[config.mk]
export PLATFORM = sky130hd
export DESIGN_NAME = ram_burst_reader
export DESIGN_NICKNAME = d
export VERILOG_FILES = /design/src/rtl/ram_burst_reader.sv
export SDC_FILE = /design/constraint.sdc
export NUM_CORES = 1
export LEC_CHECK = 0
export CAP_MARGIN = 20
export CORE_ASPECT_RATIO = 1.1
export CORE_MARGIN = 4
export CORE_UTILIZATION = 35
export DETAILED_ROUTE_END_ITERATION = 7
export PLACE_DENSITY = 0.72
export SYNTH_ARGS = -nofsm -noshare
export SYNTH_HDL_FRONTEND = slang
export SYNTH_SLANG_ARGS = --single-unit
[constraint.sdc]
create_clock -name clk -period 1.8 [get_ports clk]
set_input_delay 0.18 -clock clk [delete_from_list [all_inputs] [get_ports clk]]
set_output_delay 0.18 -clock clk [all_outputs]
set_load 0.05 [all_outputs]
[src/rtl/ram_burst_reader.sv]
// Read-side burst engine for a single-port RAM with combinational read.
// On start it walks len consecutive addresses from base_addr (wrapping modulo
// 2**ADDR_WIDTH), presents each address on raddr, captures rdata and streams
// the words out on a valid/ready interface, then pulses done for one cycle.
//
// Ports:
//   clk        system clock, rising edge
//   reset_n    asynchronous active-low reset
//   start      burst request, only looked at in IDLE
//   abort      synchronous burst cancel, highest priority outside IDLE
//   base_addr  first RAM address of the burst
//   len        word count, 0 .. 2**ADDR_WIDTH
//   raddr      read address to the RAM (registered)
//   rdata      combinational RAM read data for raddr
//   m_data     output word (registered)
//   m_valid    m_data valid
//   m_ready    downstream accepts m_data
//   busy       high whenever the engine is not idle
//   done       one-cycle pulse at burst completion
module ram_burst_reader #(
  parameter int unsigned ADDR_WIDTH = 4,
  parameter int unsigned DATA_WIDTH = 8
) (
  input  logic                  clk,
  input  logic                  reset_n,
  input  logic                  start,
  input  logic                  abort,
  input  logic [ADDR_WIDTH-1:0] base_addr,
  input  logic [ADDR_WIDTH:0]   len,
  output logic [ADDR_WIDTH-1:0] raddr,
  input  logic [DATA_WIDTH-1:0] rdata,
  output logic [DATA_WIDTH-1:0] m_data,
  output logic                  m_valid,
  input  logic                  m_ready,
  output logic                  busy,
  output logic                  done
);

  typedef enum logic [1:0] {StIdle, StLoad, StSend, StDone} state_e;

  localparam logic [ADDR_WIDTH-1:0] AddrOne = ADDR_WIDTH'(1);
  localparam logic [ADDR_WIDTH:0]   RemOne  = (ADDR_WIDTH + 1)'(1);

  state_e                  state_q;
  logic [ADDR_WIDTH-1:0]   addr_q;
  // One bit wider than the address so a full-space burst fits.
  logic [ADDR_WIDTH:0]     remaining_q;
  logic [DATA_WIDTH-1:0]   m_data_q;
  logic                    m_valid_q;
  logic                    done_q;

  always_ff @(posedge clk or negedge reset_n) begin
    if (!reset_n) begin
      state_q     <= StIdle;
      addr_q      <= '0;
      remaining_q <= '0;
      m_data_q    <= '0;
      m_valid_q   <= 1'b0;
      done_q      <= 1'b0;
    end else begin
      done_q <= 1'b0;
      unique case (state_q)
        StIdle: begin
          if (start) begin
            if (len != '0) begin
              addr_q      <= base_addr;
              remaining_q <= len;
              state_q     <= StLoad;
            end else begin
              state_q <= StDone;
              done_q  <= 1'b1;
            end
          end
        end
        StLoad: begin
          if (abort) begin
            state_q   <= StIdle;
            m_valid_q <= 1'b0;
          end else begin
            m_data_q    <= rdata;
            m_valid_q   <= 1'b1;
            addr_q      <= addr_q + AddrOne;
            remaining_q <= remaining_q - RemOne;
            state_q     <= StSend;
          end
        end
        StSend: begin
          // An aborted beat is dropped even if m_ready is high.
          if (abort) begin
            state_q   <= StIdle;
            m_valid_q <= 1'b0;
          end else if (m_valid_q && m_ready) begin
            if (remaining_q != '0) begin
              m_data_q    <= rdata;
              addr_q      <= addr_q + AddrOne;
              remaining_q <= remaining_q - RemOne;
            end else begin
              m_valid_q <= 1'b0;
              state_q   <= StDone;
              done_q    <= 1'b1;
            end
          end
        end
        StDone: begin
          state_q <= StIdle;
        end
        default: begin
          state_q <= StIdle;
        end
      endcase
    end
  end

  assign raddr   = addr_q;
  assign m_data  = m_data_q;
  assign m_valid = m_valid_q;
  assign done    = done_q;
  assign busy    = (state_q != StIdle);

endmodule

; Word-level counts from Yosys, hierarchy flattened
; Cells that the tools add are included.
[word_totals]
reg_bits = 21
output_inout_bits = 15
inputBits = 22
word_cells = 67
[op_classes]
eq_ne = 11
reduce_logical = 11
addsub = 2
n_mux = 37
[ops]
columns = cell, n
row1 = $mux 8, 4
row2 = $mux 5, 6
row3 = $mux 4, 6
row4 = $pmux 8 s2, 1
row5 = $pmux 5 s3, 1
row6 = $mux 2, 6
row7 = $ne 2x2->1 const B, 6
row8 = $pmux 4 s3, 1
row9 = $reduce_bool 5->1, 2
row10 = $mux 1, 9
row11 = $pmux 2 s4, 1
row12 = $reduce_and 7->1, 1
row13 = $ne 3x3->1 const B, 2
row14 = $reduce_and 3->1, 2
row15 = $reduce_and 5->1, 1
row16 = $sub 5x1->5 const B, 1
row17 = $add 4x1->4 const B, 1
row18 = $eq 2x2->1 const B, 2
row19 = $pmux 1 s2, 2
row20 = $reduce_bool 2->1, 2
row21 = $reduce_bool 3->1, 1
row22 = $eq 2x1->1 const B, 1
row23 = $logic_not 2->1, 1
row24 = $logic_and 1x1->1, 1

; Logic depth before layout (Yosys ltp)
[logic_depth]
ltp_word = 5
mapped_depth = 6
mapped_depth_nobuf = 6

; Worst setup path before layout
; Ideal clock, no wire load.
[synth_timing]
path_type = flip-flop to flip-flop
from = register m_valid_q (netlist: m_valid)
to = register remaining_q[4]
setup_ns = 0.123
t_arrival_ns = 1.735
stages_incl_launch_ff = 5
required_time_ns = 1.677
n_path_buf = 0
synth_period_minus_slack_ns = 1.858
slack_ns = -0.058
path_cell_list = dfrtp_1 > nand2_1 > o31ai_2 > a41oi_1 > o221a_1
[synth_between]
elab_chain_cells = 3
[synth_rtl]
columns = element, line_no
row1 = start: declaration, 49  ; logic m_valid_q;
row2 = start signal: assignment, 58  ; m_valid_q <= 1'b0;
row3 = start signal: assignment, 78  ; m_valid_q <= 1'b0;
row4 = start signal: assignment, 81  ; m_valid_q <= 1'b1;
row5 = $logic_and 1x1->1, 92  ; end else if (m_valid_q && m_ready) begin
row6 = $ne 2x2->1 (no line), -
row7 = $reduce_and 7->1 (no line), -
row8 = end signal: assignment, 67  ; remaining_q <= len;
row9 = end signal: assignment, 83  ; remaining_q <= remaining_q - RemOne;
row10 = end signal: assignment, 96  ; remaining_q <= remaining_q - RemOne;
row11 = end: declaration, 47  ; logic [ADDR_WIDTH:0] remaining_q;
; No other way between the ends.
; A chain may end at the register's enable or synchronous reset.

; Worst setup path after layout
[layout_timing]
from = register state_q[0]
to = register remaining_q[0]
[layout_between]
elab_chain_cells = 3
elab_cells_between_ends = 12
classes_between = 8 x eq/ne / 1 x mux / 3 x reduce/logical
[layout_rtl]
columns = element, line_no
row1 = start: declaration, 44  ; state_e state_q;
row2 = start signal: assignment, 54  ; state_q <= StIdle;
row3 = start signal: assignment, 68  ; state_q <= StLoad;
row4 = start signal: assignment, 70  ; state_q <= StDone;
row5 = "$eq 2x2->1, or another cell as far along", 62  ; unique case (state_q)
row6 = $ne 2x2->1 (no line) or $reduce_bool 3->1 (tied branches), -
row7 = $reduce_and 7->1 (no line), -
; Several ways; a longest one is shown, not always the timed one.

==> metrics.txt <==
leading cell type in the layout, fill and taps excluded clkdlybuf4s50_1; global-route usage over all layers 0.152; hold slack 0.192 ns; die area 4550 um2; Leak 0.868 nW; GPL Wtd Cong 0.831; Hold Path Class in2async; Routed Antenna Nets 0; clock period minus worst slack about 1.7 ns; Worst setup SP type flip-flop; total number of vias 1203; core area 3360 um2; Multi-input gate area 803 um2; Req. time, crit path between 2 and 2.5 ns; Max Fclk roughly 570 MHz; Inst Count DP between 200 and 250; Synth-to-Final Area Change 64.4%; fin cells 229; ratio of cells with drive above 1 in the final layout 0.348; sequential share of the synthesized area 0.425; Synth cell types 40; Slew @ Worst Pin 0.512 ns; CTS buffer count 3; I/O pin total 37; critical setup path kind reg2reg; Clock Skew 0.00827 ns; DIE HEIGHT approximately 70 um; synthesized area per cell 10.7 um2; IO Port Bufs 36; Final HPWL DP ~2600 um; drt via density roughly 5.3; H-tree depth 1; worst rel slew slack 0.658; syn_nets 145; final hold vios 0; CTS Buffer Depth 2; pwr/cell area approximately 2000 nW/um2; period utilization 0.969; VDD IR max 0.000969 V; antenna violations before repair 0; clock slew at reported path FFs 0.13 ns; CTS tree yes; max-cap check violation count 0; Die Span X between 60 and 70 um; RSZ-0062 raised after global routing yes; Seq cells post-synth 21; largest net degree at the start of global routing 22; Post-route DRC 0; Reg area ~530 um2; Tot Pwr 4.16 mW; Final setup viols 0; wire per inst around 16 um; antenna cells 0; Netlist Area Pre-Place roughly 1200 um2; Ys Warns 0; Syn Inst Count ~120; xor/xnor share of the synthesized area 0; critical path fanouts, max 4; vias in the first global route between 1000 and 1500; global-route wire length before repair 5530 um; Pins Over Slew Limit 0; CTS sink cnt 21; filler cell count 306; Compound-Gate Fraction of Synth Area 0.192; CP arrival 1.95 ns; Remaining Overflow, GRT 0; # rows 22; hold_buf cts 0; Post-DP Area 1810 um2; Worst setup EP type flip-flop; ys async rst share 1.00; Nets 211; total wire length about 3600 um; Primary FF master, synth dfrtp_1; most frequent cells in the layout 34 x clkdlybuf4s50_1, 24 x buf_4, 20 x dfrtp_1; status complete, no violations; largest family of logic cells by synthesized area compound AO/OA/AOI/OAI gates; iteration count of the initial detailed-routing pass 4; clock root buffer clkbuf_4; DR iter-0 viols 41; EDFF count, synth 0; adder-cell area share of the yosys netlist 0.0709; Simple-Gate Fraction of Synth Area 0.188; mux cell area share after synthesis 0.0891; Initial Utilization 0.368; Clock Latency Late Sink 0.31 ns; fin area between 2000 and 2500 um2
## flip-flops by register name, summed over array words and instances (netlist names)
register	flops
done	1
m_data	8
m_valid	1
raddr	4
remaining_q	5
state_q	2
## final timing paths
kind / startpoint / endpoint / slack, ns / cells after the start
max in group asynchronous: reset_n / m_valid / 1.36 / 2
setup / recovery: state_q[0] / remaining_q[0] / 0.06 / 6
hold / removal: reset_n / state_q[0] / 0.19 / 2
setup reg to reg: state_q[0] / remaining_q[0] / 0.06 / 6
hold reg to reg: m_data[3] / m_data[3] / 0.53 / 1
min in group clk: rdata[6] / m_data[6] / 0.48 / 2
## area by class of cell
class,instances,share of cell area
clock buffer,3,0.0111
clock inverter,1,0.00246
inverter,8,0.0148
multi-input combinational,86,0.395
sequential,21,0.259
tap,48,0.0296
timing repair buffer,62,0.288
## per-stage QoR
step / setup slack, ns / utilization / setup TNS [ns]
floorplan: -0.0509 / - / -0.0509
global placement: -0.0100 / 0.538 / -0.0325
detailed placement: -0.0811 / 0.538 / -0.632
CTS: 0.00671 / 0.560 / 0
global route: -0.0134 / 0.605 / -0.0316
finish: 0.0551 / 0.605 / 0
## power by group
| part | total (mW) | switching, mW | internal (mW) | leakage (nW) |
|---|---|---|---|---|
| clock network | 0.240 | 0.157 | 0.0831 | 0.0177 |
| registers | 0.901 | 0.190 | 0.710 | 0.248 |
| logic | 3.02 | 1.59 | 1.43 | 0.602 |
| total | 4.16 | 1.94 | 2.22 | 0.868 |
## cell families after synthesis
group / after synthesis
flip-flops: 21
AO/OA/AOI/OAI: 31
buffers and inverters: 9
multiplexers: 10
adder cells (fa/ha/maj): 7
AND/OR/NAND/NOR: 38
## Yosys cell counts (2+ instances only)
| master | number | area share |
|---|---|---|
| a21oi_1 | 4 | 0.016 |
| mux2_1 | 2 | 0.018 |
| nand2_1 | 4 | 0.012 |
| nor2_1 | 7 | 0.021 |
| mux2i_1 | 2 | 0.016 |
| inv_1 | 7 | 0.021 |
| nand3_1 | 7 | 0.028 |
| nor3_1 | 3 | 0.012 |
| a41oi_1 | 3 | 0.021 |
| ha_1 | 7 | 0.071 |
| o21ai_0 | 10 | 0.040 |
| nand4_1 | 3 | 0.015 |
| mux2_2 | 6 | 0.055 |
| dfrtp_1 | 21 | 0.43 |
| o31ai_1 | 2 | 0.012 |
| and3_1 | 2 | 0.010 |
| nor2b_1 | 3 | 0.015 |
## critical path: stages, from the launching register on
cell and delay (ns):
dfrtp_1 0.44, buf_4 0.14, ha_2 0.20, a311o_1 0.38, buf_4 0.17, o31ai_4 0.21
o31ai_1 0.10
## timing repair
action | CTS | global route
pin swaps | 4 | 7
buffers inserted | 2 | 4
endpoints found under the setup margin | 12 | 18
gates resized for setup | 7 | 25
## per-layer routing
layer  global-route usage  wire [um]  vias to the layer above
li1                     -          -                      567
met1                0.181       1500                      588
met2                0.276       1860                       42
met3               0.0209        191                        6
met4               0.0469         39                        0
met5                    0          0                        -
Power figures use the tool's default switching activity.
